==> src/rtl/Purple_Jade_pkg.sv <==
// Shared core types: machine widths, CDB broadcast layout and the
// multiply reservation-station entry format.
package Purple_Jade_pkg;

  localparam int unsigned WORD_SIZE_P   = 32;
  localparam int unsigned ROB_ENTRY     = 16;
  localparam int unsigned NUM_PHYS_REG  = 64;
  localparam int unsigned ROB_W         = $clog2(ROB_ENTRY);
  localparam int unsigned PREG_W        = $clog2(NUM_PHYS_REG);
  localparam int unsigned CDB_FLAG_W    = 2;
  localparam int unsigned RS_MULT_DEPTH = 4;

  typedef struct packed {
    logic                   valid;
    logic [PREG_W-1:0]      dest;
    logic [CDB_FLAG_W-1:0]  flags;
    logic [WORD_SIZE_P-1:0] result;
  } cdb_t;

  localparam int unsigned CDB_WIDTH = $bits(cdb_t);

  typedef struct packed {
    logic                   rdy;
    logic [PREG_W-1:0]      tag;
    logic [WORD_SIZE_P-1:0] val;
  } mult_rs_src_t;

  typedef struct packed {
    logic               valid;
    logic [ROB_W-1:0]   rob_dest;
    logic [PREG_W-1:0]  reg_dest;
    mult_rs_src_t [1:0] src;
  } mult_rs_entry_t;

endpackage

==> src/rtl/mult_rs_select.sv <==
// Priority picker: grants the lowest-index ready entry (the oldest one,
// since the station is kept age-ordered).
module mult_rs_select
  import Purple_Jade_pkg::*;
#(
  parameter int unsigned RS_DEPTH = RS_MULT_DEPTH
) (
  input  logic [RS_DEPTH-1:0] ready_vec,
  output logic [RS_DEPTH-1:0] grant,
  output logic                any_v
);

  // first set bit from index 0 upward wins
  always_comb begin
    grant = '0;
    any_v = 1'b0;
    for (int unsigned i = 0; i < RS_DEPTH; i++) begin
      if (ready_vec[i] && !any_v) begin
        grant[i] = 1'b1;
        any_v    = 1'b1;
      end
    end
  end

endmodule

==> src/rtl/mult_rs.sv <==
// Multiply reservation station: compacting age-ordered queue with CDB
// wakeup, dispatch bypass, oldest-ready issue and mispredict flush.
module mult_rs
  import Purple_Jade_pkg::*;
#(
  parameter int unsigned RS_DEPTH = RS_MULT_DEPTH,
  parameter int unsigned NUM_CDB  = 2
) (
  input  logic                        clk_i,
  input  logic                        reset_n_i,
  input  logic                        disp_v_i,
  output logic                        disp_ready_o,
  input  logic [ROB_W-1:0]            disp_rob_dest_i,
  input  logic [PREG_W-1:0]           disp_reg_dest_i,
  input  logic [1:0]                  disp_src_rdy_i,
  input  logic [1:0][PREG_W-1:0]      disp_src_tag_i,
  input  logic [1:0][WORD_SIZE_P-1:0] disp_src_val_i,
  input  cdb_t [NUM_CDB-1:0]          cdb_i,
  output logic                        exe_v_o,
  output logic [WORD_SIZE_P-1:0]      operand1_o,
  output logic [WORD_SIZE_P-1:0]      operand2_o,
  output logic [ROB_W-1:0]            rob_dest_o,
  output logic [PREG_W-1:0]           reg_dest_o,
  input  logic                        mispredict_i
);

  mult_rs_entry_t              entry_q [RS_DEPTH];
  mult_rs_entry_t              entry_d [RS_DEPTH];
  mult_rs_entry_t              woken   [RS_DEPTH+1];
  mult_rs_entry_t              new_entry;
  mult_rs_entry_t              sel_entry;
  logic [RS_DEPTH-1:0]         rdy_vec;
  logic [RS_DEPTH-1:0]         grant;
  logic                        any_v;
  logic                        shift;
  logic                        placed;
  logic                        unused_bits;

  // Scan ports high-to-low so the lowest-index matching port is applied last.
  function automatic mult_rs_src_t snoop(input mult_rs_src_t s);
    snoop = s;
    if (!s.rdy) begin
      for (int unsigned p = NUM_CDB; p > 0; p--) begin
        if (cdb_i[p-1].valid && cdb_i[p-1].dest == s.tag) begin
          snoop.rdy = 1'b1;
          snoop.val = cdb_i[p-1].result;
        end
      end
    end
  endfunction

  // Queue stays compacted, so the top slot being valid means it is full.
  assign disp_ready_o = !entry_q[RS_DEPTH-1].valid;

  // issue candidates from start-of-cycle readiness only
  always_comb begin
    for (int unsigned i = 0; i < RS_DEPTH; i++) begin
      rdy_vec[i] = entry_q[i].valid & entry_q[i].src[0].rdy & entry_q[i].src[1].rdy;
    end
  end

  mult_rs_select #(
    .RS_DEPTH(RS_DEPTH)
  ) u_select (
    .ready_vec(rdy_vec),
    .grant    (grant),
    .any_v    (any_v)
  );

  // mux out the granted entry for the output register
  always_comb begin
    sel_entry = '0;
    for (int unsigned i = 0; i < RS_DEPTH; i++) begin
      if (grant[i]) sel_entry = entry_q[i];
    end
  end

  // Wakeup, then shift-down above the issued slot, then place dispatch in
  // the first free slot; woken[] carries an empty sentinel past the top.
  always_comb begin
    woken[RS_DEPTH] = '0;
    for (int unsigned i = 0; i < RS_DEPTH; i++) begin
      woken[i]        = entry_q[i];
      woken[i].src[0] = snoop(entry_q[i].src[0]);
      woken[i].src[1] = snoop(entry_q[i].src[1]);
    end

    shift = 1'b0;
    for (int unsigned i = 0; i < RS_DEPTH; i++) begin
      shift      = shift | grant[i];
      entry_d[i] = shift ? woken[i+1] : woken[i];
    end

    new_entry          = '0;
    new_entry.valid    = 1'b1;
    new_entry.rob_dest = disp_rob_dest_i;
    new_entry.reg_dest = disp_reg_dest_i;
    for (int unsigned s = 0; s < 2; s++) begin
      new_entry.src[s] = snoop('{rdy: disp_src_rdy_i[s],
                                 tag: disp_src_tag_i[s],
                                 val: disp_src_val_i[s]});
    end

    placed = 1'b0;
    if (disp_v_i && disp_ready_o) begin
      for (int unsigned i = 0; i < RS_DEPTH; i++) begin
        if (!placed && !entry_d[i].valid) begin
          entry_d[i] = new_entry;
          placed     = 1'b1;
        end
      end
    end
  end

  // CDB flags and the issued entry's tag/ready bits carry no meaning here
  always_comb begin
    unused_bits = ^{sel_entry.valid, sel_entry.src[0].rdy, sel_entry.src[0].tag,
                    sel_entry.src[1].rdy, sel_entry.src[1].tag};
    for (int unsigned p = 0; p < NUM_CDB; p++) begin
      unused_bits = unused_bits ^ (^cdb_i[p].flags);
    end
  end

  // entry storage and issue output register
  always_ff @(posedge clk_i) begin
    if (!reset_n_i) begin
      for (int unsigned i = 0; i < RS_DEPTH; i++) entry_q[i] <= '0;
      exe_v_o    <= 1'b0;
      operand1_o <= '0;
      operand2_o <= '0;
      rob_dest_o <= '0;
      reg_dest_o <= '0;
    end else if (mispredict_i) begin
      for (int unsigned i = 0; i < RS_DEPTH; i++) entry_q[i].valid <= 1'b0;
      exe_v_o <= 1'b0;
    end else begin
      for (int unsigned i = 0; i < RS_DEPTH; i++) entry_q[i] <= entry_d[i];
      exe_v_o <= any_v;
      if (any_v) begin
        operand1_o <= sel_entry.src[0].val;
        operand2_o <= sel_entry.src[1].val;
        rob_dest_o <= sel_entry.rob_dest;
        reg_dest_o <= sel_entry.reg_dest;
      end
    end
  end

endmodule

==> config.mk <==
export PLATFORM = sky130hd
export DESIGN_NAME = mult_rs
export DESIGN_NICKNAME = d
export VERILOG_FILES = /design/src/rtl/Purple_Jade_pkg.sv /design/src/rtl/mult_rs_select.sv /design/src/rtl/mult_rs.sv
export SDC_FILE = /design/constraint.sdc
export NUM_CORES = 2
export LEC_CHECK = 0
export BUFFER_PORTS_ARGS = -buffer_cell sky130_fd_sc_hd__buf_2
export CAP_MARGIN = 25
export CORE_MARGIN = 1
export CORE_UTILIZATION = 35
export CTS_CLUSTER_SIZE = 24
export DETAILED_ROUTE_END_ITERATION = 8
export PLACE_DENSITY = 0.52
export SYNTH_ARGS = -nofsm -noshare
export SYNTH_HDL_FRONTEND = slang
export SYNTH_SLANG_ARGS = --single-unit
==> constraint.sdc <==
create_clock -name clk_i -period 14.5 [get_ports clk_i]
set_input_delay 2.9 -clock clk_i [delete_from_list [all_inputs] [get_ports clk_i]]
set_output_delay 2.9 -clock clk_i [all_outputs]
set_load 0.02 [all_outputs]
==> reports/metrics.csv <==
stage;metric;value;unit
run_status;status;complete, no violations;
place;globalplace.congestion;0.902;
worst_setup_path;cp_data_required_time;14960;ps
yosys;syn-cell-area;30700;sq um
yosys;syn_inst;3451;
place;port_buffers;245;
yosys;post-synth-top-count-cell;nor3_1;
layout;drive_gt1_share;15.9;%
sta;hold_viol;0;
sta;period_needed;6640;ps
place;dp_hpwl;92.1;mm
global_routing;grt-ovfl-total;0;
yosys;synth_area_per_cell;8.89;sq um
sta;period_share;45.8;%
cts;path_clk_slew;60;ps
cts;cts_root_buf;clkbuf_16;
layout;area_growth;11.6;%
drt;dr.pass1.iters;9;
drt;wl;165;mm
global_routing;grt_pass1_wl;231;mm
sta;fin_skew;40.9;ps
cts;postCtsHoldBufs;0;
yosys;yosysUniqueCellTypes;67;
sta;rsz0062_at_grt;no;
pwr;switching_share;32.7;%
drt;vias;34100;
cts;post_cts_buffers;0;
yosys;synthTopCellsByCount;371 x nor3_1, 355 x edfxtp_1, 350 x clkbuf_1;
pwr;peakVddDrop;0.115;mV
yosys;ys_seq_area_share;39.7;%
cts;worstSkewPairLatency;650;ps
cts;cts_tree;yes;
layout;n_fill_cell;8830;
pwr;power.density;108;nW/um^2
hold_path;hold_class;flop to flop;
global_routing;grt_max_degree;165;
global_routing;grt_use_total;35.2;%
worst_setup_path;startpoint_type;input port;
floorplanning;core;86800;sq um
yosys;synth.top_cells.by_area;edfxtp_1 35%, o221ai_1 6.8%, nor3_1 6.0%, dfxtp_1 5.0%, o22ai_1 4.7%;
yosys;synth-seq-cells;431;
worst_setup_path;worstSetupEndpointType;flop;
yosys;yosysTopAreaCell;edfxtp_1;
sta;max_freq;0.151;GHz
sta;slew_headroom;20.0;%
sta;final_max_slew_viol_count;0;
run;max-cap-violations;0;
pwr;power_leakage;10.6;nW
sta;hold_slack;490;ps
drt;first_iter_violations;5319;
drt;vias_per_cell;7.42;
worst_setup_path;path_class;input port to flop;
floorplanning;fp.dieH;298;um
floorplanning;io_pins;250;
floorplanning;die_area;88900;sq um
yosys;ys.flop_type;edfxtp_1;
cts;cts_buffers;55;
pwr;power_frac_seq;41.5;%
floorplanning;die_w;298;um
yosys;synth_top_area_share;34.7;%
worst_setup_path;crit_fanout;34;
cts;cts_resized;0;
drt;drc;0;
yosys;synth_edf_count;355;
global_routing;grt_antenna_before_repair;25;
yosys;synthArstFlopShare;0;%
sta;setup_tns;0;ps
pwr;power_frac_clock;38.8;%
drt;drtAntennaViolNets;0;
layout;fin_nets;3556;
floorplanning;start_util;35.4;%
sta;worstMarginPinSlew;1200;ps
pwr;switching_power;1.21;mW
pwr;intPower;2.49;mW
cts;cts_max_level;2;
sta;setup_violations;0;
yosys;ys_warn_count;0;
pwr;pwr-share-comb;19.7;%
floorplanning;rows;108;
worst_setup_path;cp_data_arrival_time;7110;ps
cts;clock_path_buffers;3;
cts;cts_num_sinks;431;
global_routing;first_global_vias;32000;
drt;wl_per_cell;35.9;um
layout by cell type (no fill, tap or decap), types with 16 or more instances in the layout:
master | netlist | layout
a2111oi_0 | 32 | 32
nand3_1 | 31 | 26
a31oi_1 | 188 | 188
a21oi_1 | 96 | 96
a311oi_1 | 66 | 66
o32ai_1 | 36 | 36
xnor2_1 | 93 | 90
dfxtp_1 | 76 | 76
o211ai_1 | 93 | 93
a211oi_1 | 124 | 124
nand4_1 | 47 | 47
edfxtp_1 | 355 | 355
o221ai_1 | 239 | 239
o211ai_2 | 20 | 20
clkbuf_16 | 0 | 58
xor2_1 | 27 | 26
o22ai_1 | 231 | 231
buf_4 | 10 | 95
nor3_1 | 371 | 369
o21bai_1 | 65 | 64
clkbuf_1 | 350 | 23
o22a_1 | 16 | 16
o21ai_0 | 21 | 21
o31a_1 | 18 | 18
or3_1 | 19 | 19
buf_2 | 57 | 245
nand2_1 | 143 | 141
a221oi_1 | 74 | 74
inv_1 | 35 | 34
a41oi_1 | 32 | 32
nor2_1 | 300 | 296
final cells by class:
| type | count | area, sq um | area share (%) |
|---|---|---|---|
| multi-input combinational | 2512 | 16600 | 48.4 |
| antenna | 6 | 15.0 | 0.0438 |
| tap | 1155 | 1450 | 4.22 |
| clock inverter | 13 | 158 | 0.460 |
| sequential | 431 | 12200 | 35.6 |
| timing repair buffer | 347 | 2100 | 6.13 |
| inverter | 35 | 134 | 0.391 |
| clock buffer | 91 | 1660 | 4.86 |
power groups by stage:
| stage | combinational [mW] | clock [mW] | sequential [mW] |
|---|---|---|---|
| after global placement | 0.683 | 0 | 1.56 |
| final | 0.728 | 1.44 | 1.54 |
| after CTS | 0.688 | 1.45 | 1.54 |
| after detailed placement | 0.687 | 0 | 1.56 |
| after global routing | 0.739 | 1.49 | 1.55 |
| after floorplan | 0.407 | 0 | 1.56 |
kinds of logic (layout without fill, tap and decap cells):
family	after synthesis	in the layout	share of synthesized area [%]
and+or+nand+nor	983	983	15.1
xor gates and xnor gates	120	120	3.42
DFF	431	431	39.7
buffers and inverters	510	486	7.11
other	1	9	0.0122
AOI/OAI and AO/OA	1391	1391	34.1
muxes	15	15	0.550
worst paths after layout:
check                 start              to  slack [ps]  cells after the start
max reg2reg  entry_q[2][33]  entry_q[2][10]        9890                      7
min          operand2_o[19]  operand2_o[19]         490                      2
min reg2reg  operand2_o[19]  operand2_o[19]         490                      2
max               cdb_i[76]  entry_q[2][10]        7860                      8
sequential cells by signal, summed over array words and instances, names as in the netlist:
signal / count
entry_q: 356
operand2_o: 32
operand1_o: 32
exe_v_o: 1
rob_dest_o: 4
reg_dest_o: 6
worst max-delay path: stages:
cell and delay, ps:
buf_2 260, xnor2_4 870, nand3_1 1010, nor2_1 440, o21ba_2 750, buf_4 530, o211ai_1 160, o221ai_1 130
stage by stage:
step	setup WS, ps	cells	util [%]	cell area, sq um	total power, mW
after floorplan	3040	3453	-	30700	1.97
after global placement	7570	4476	37.3	32300	2.24
after detailed placement	7590	4479	37.4	32400	2.25
after CTS	8250	4583	39.5	34200	3.67
after global routing	7980	4584	39.5	34300	3.78
final	7860	4590	39.5	34300	3.70
per-layer routing:
layer	GRT usage, %	wire length, um	part of all wire (%)
met1	45.0	60000	36
met2	51.6	68800	42
met3	12.5	24600	15
met4	18.8	10900	6.6
met5	1.14	303	0.18
(Power assumes the default switching activity.)
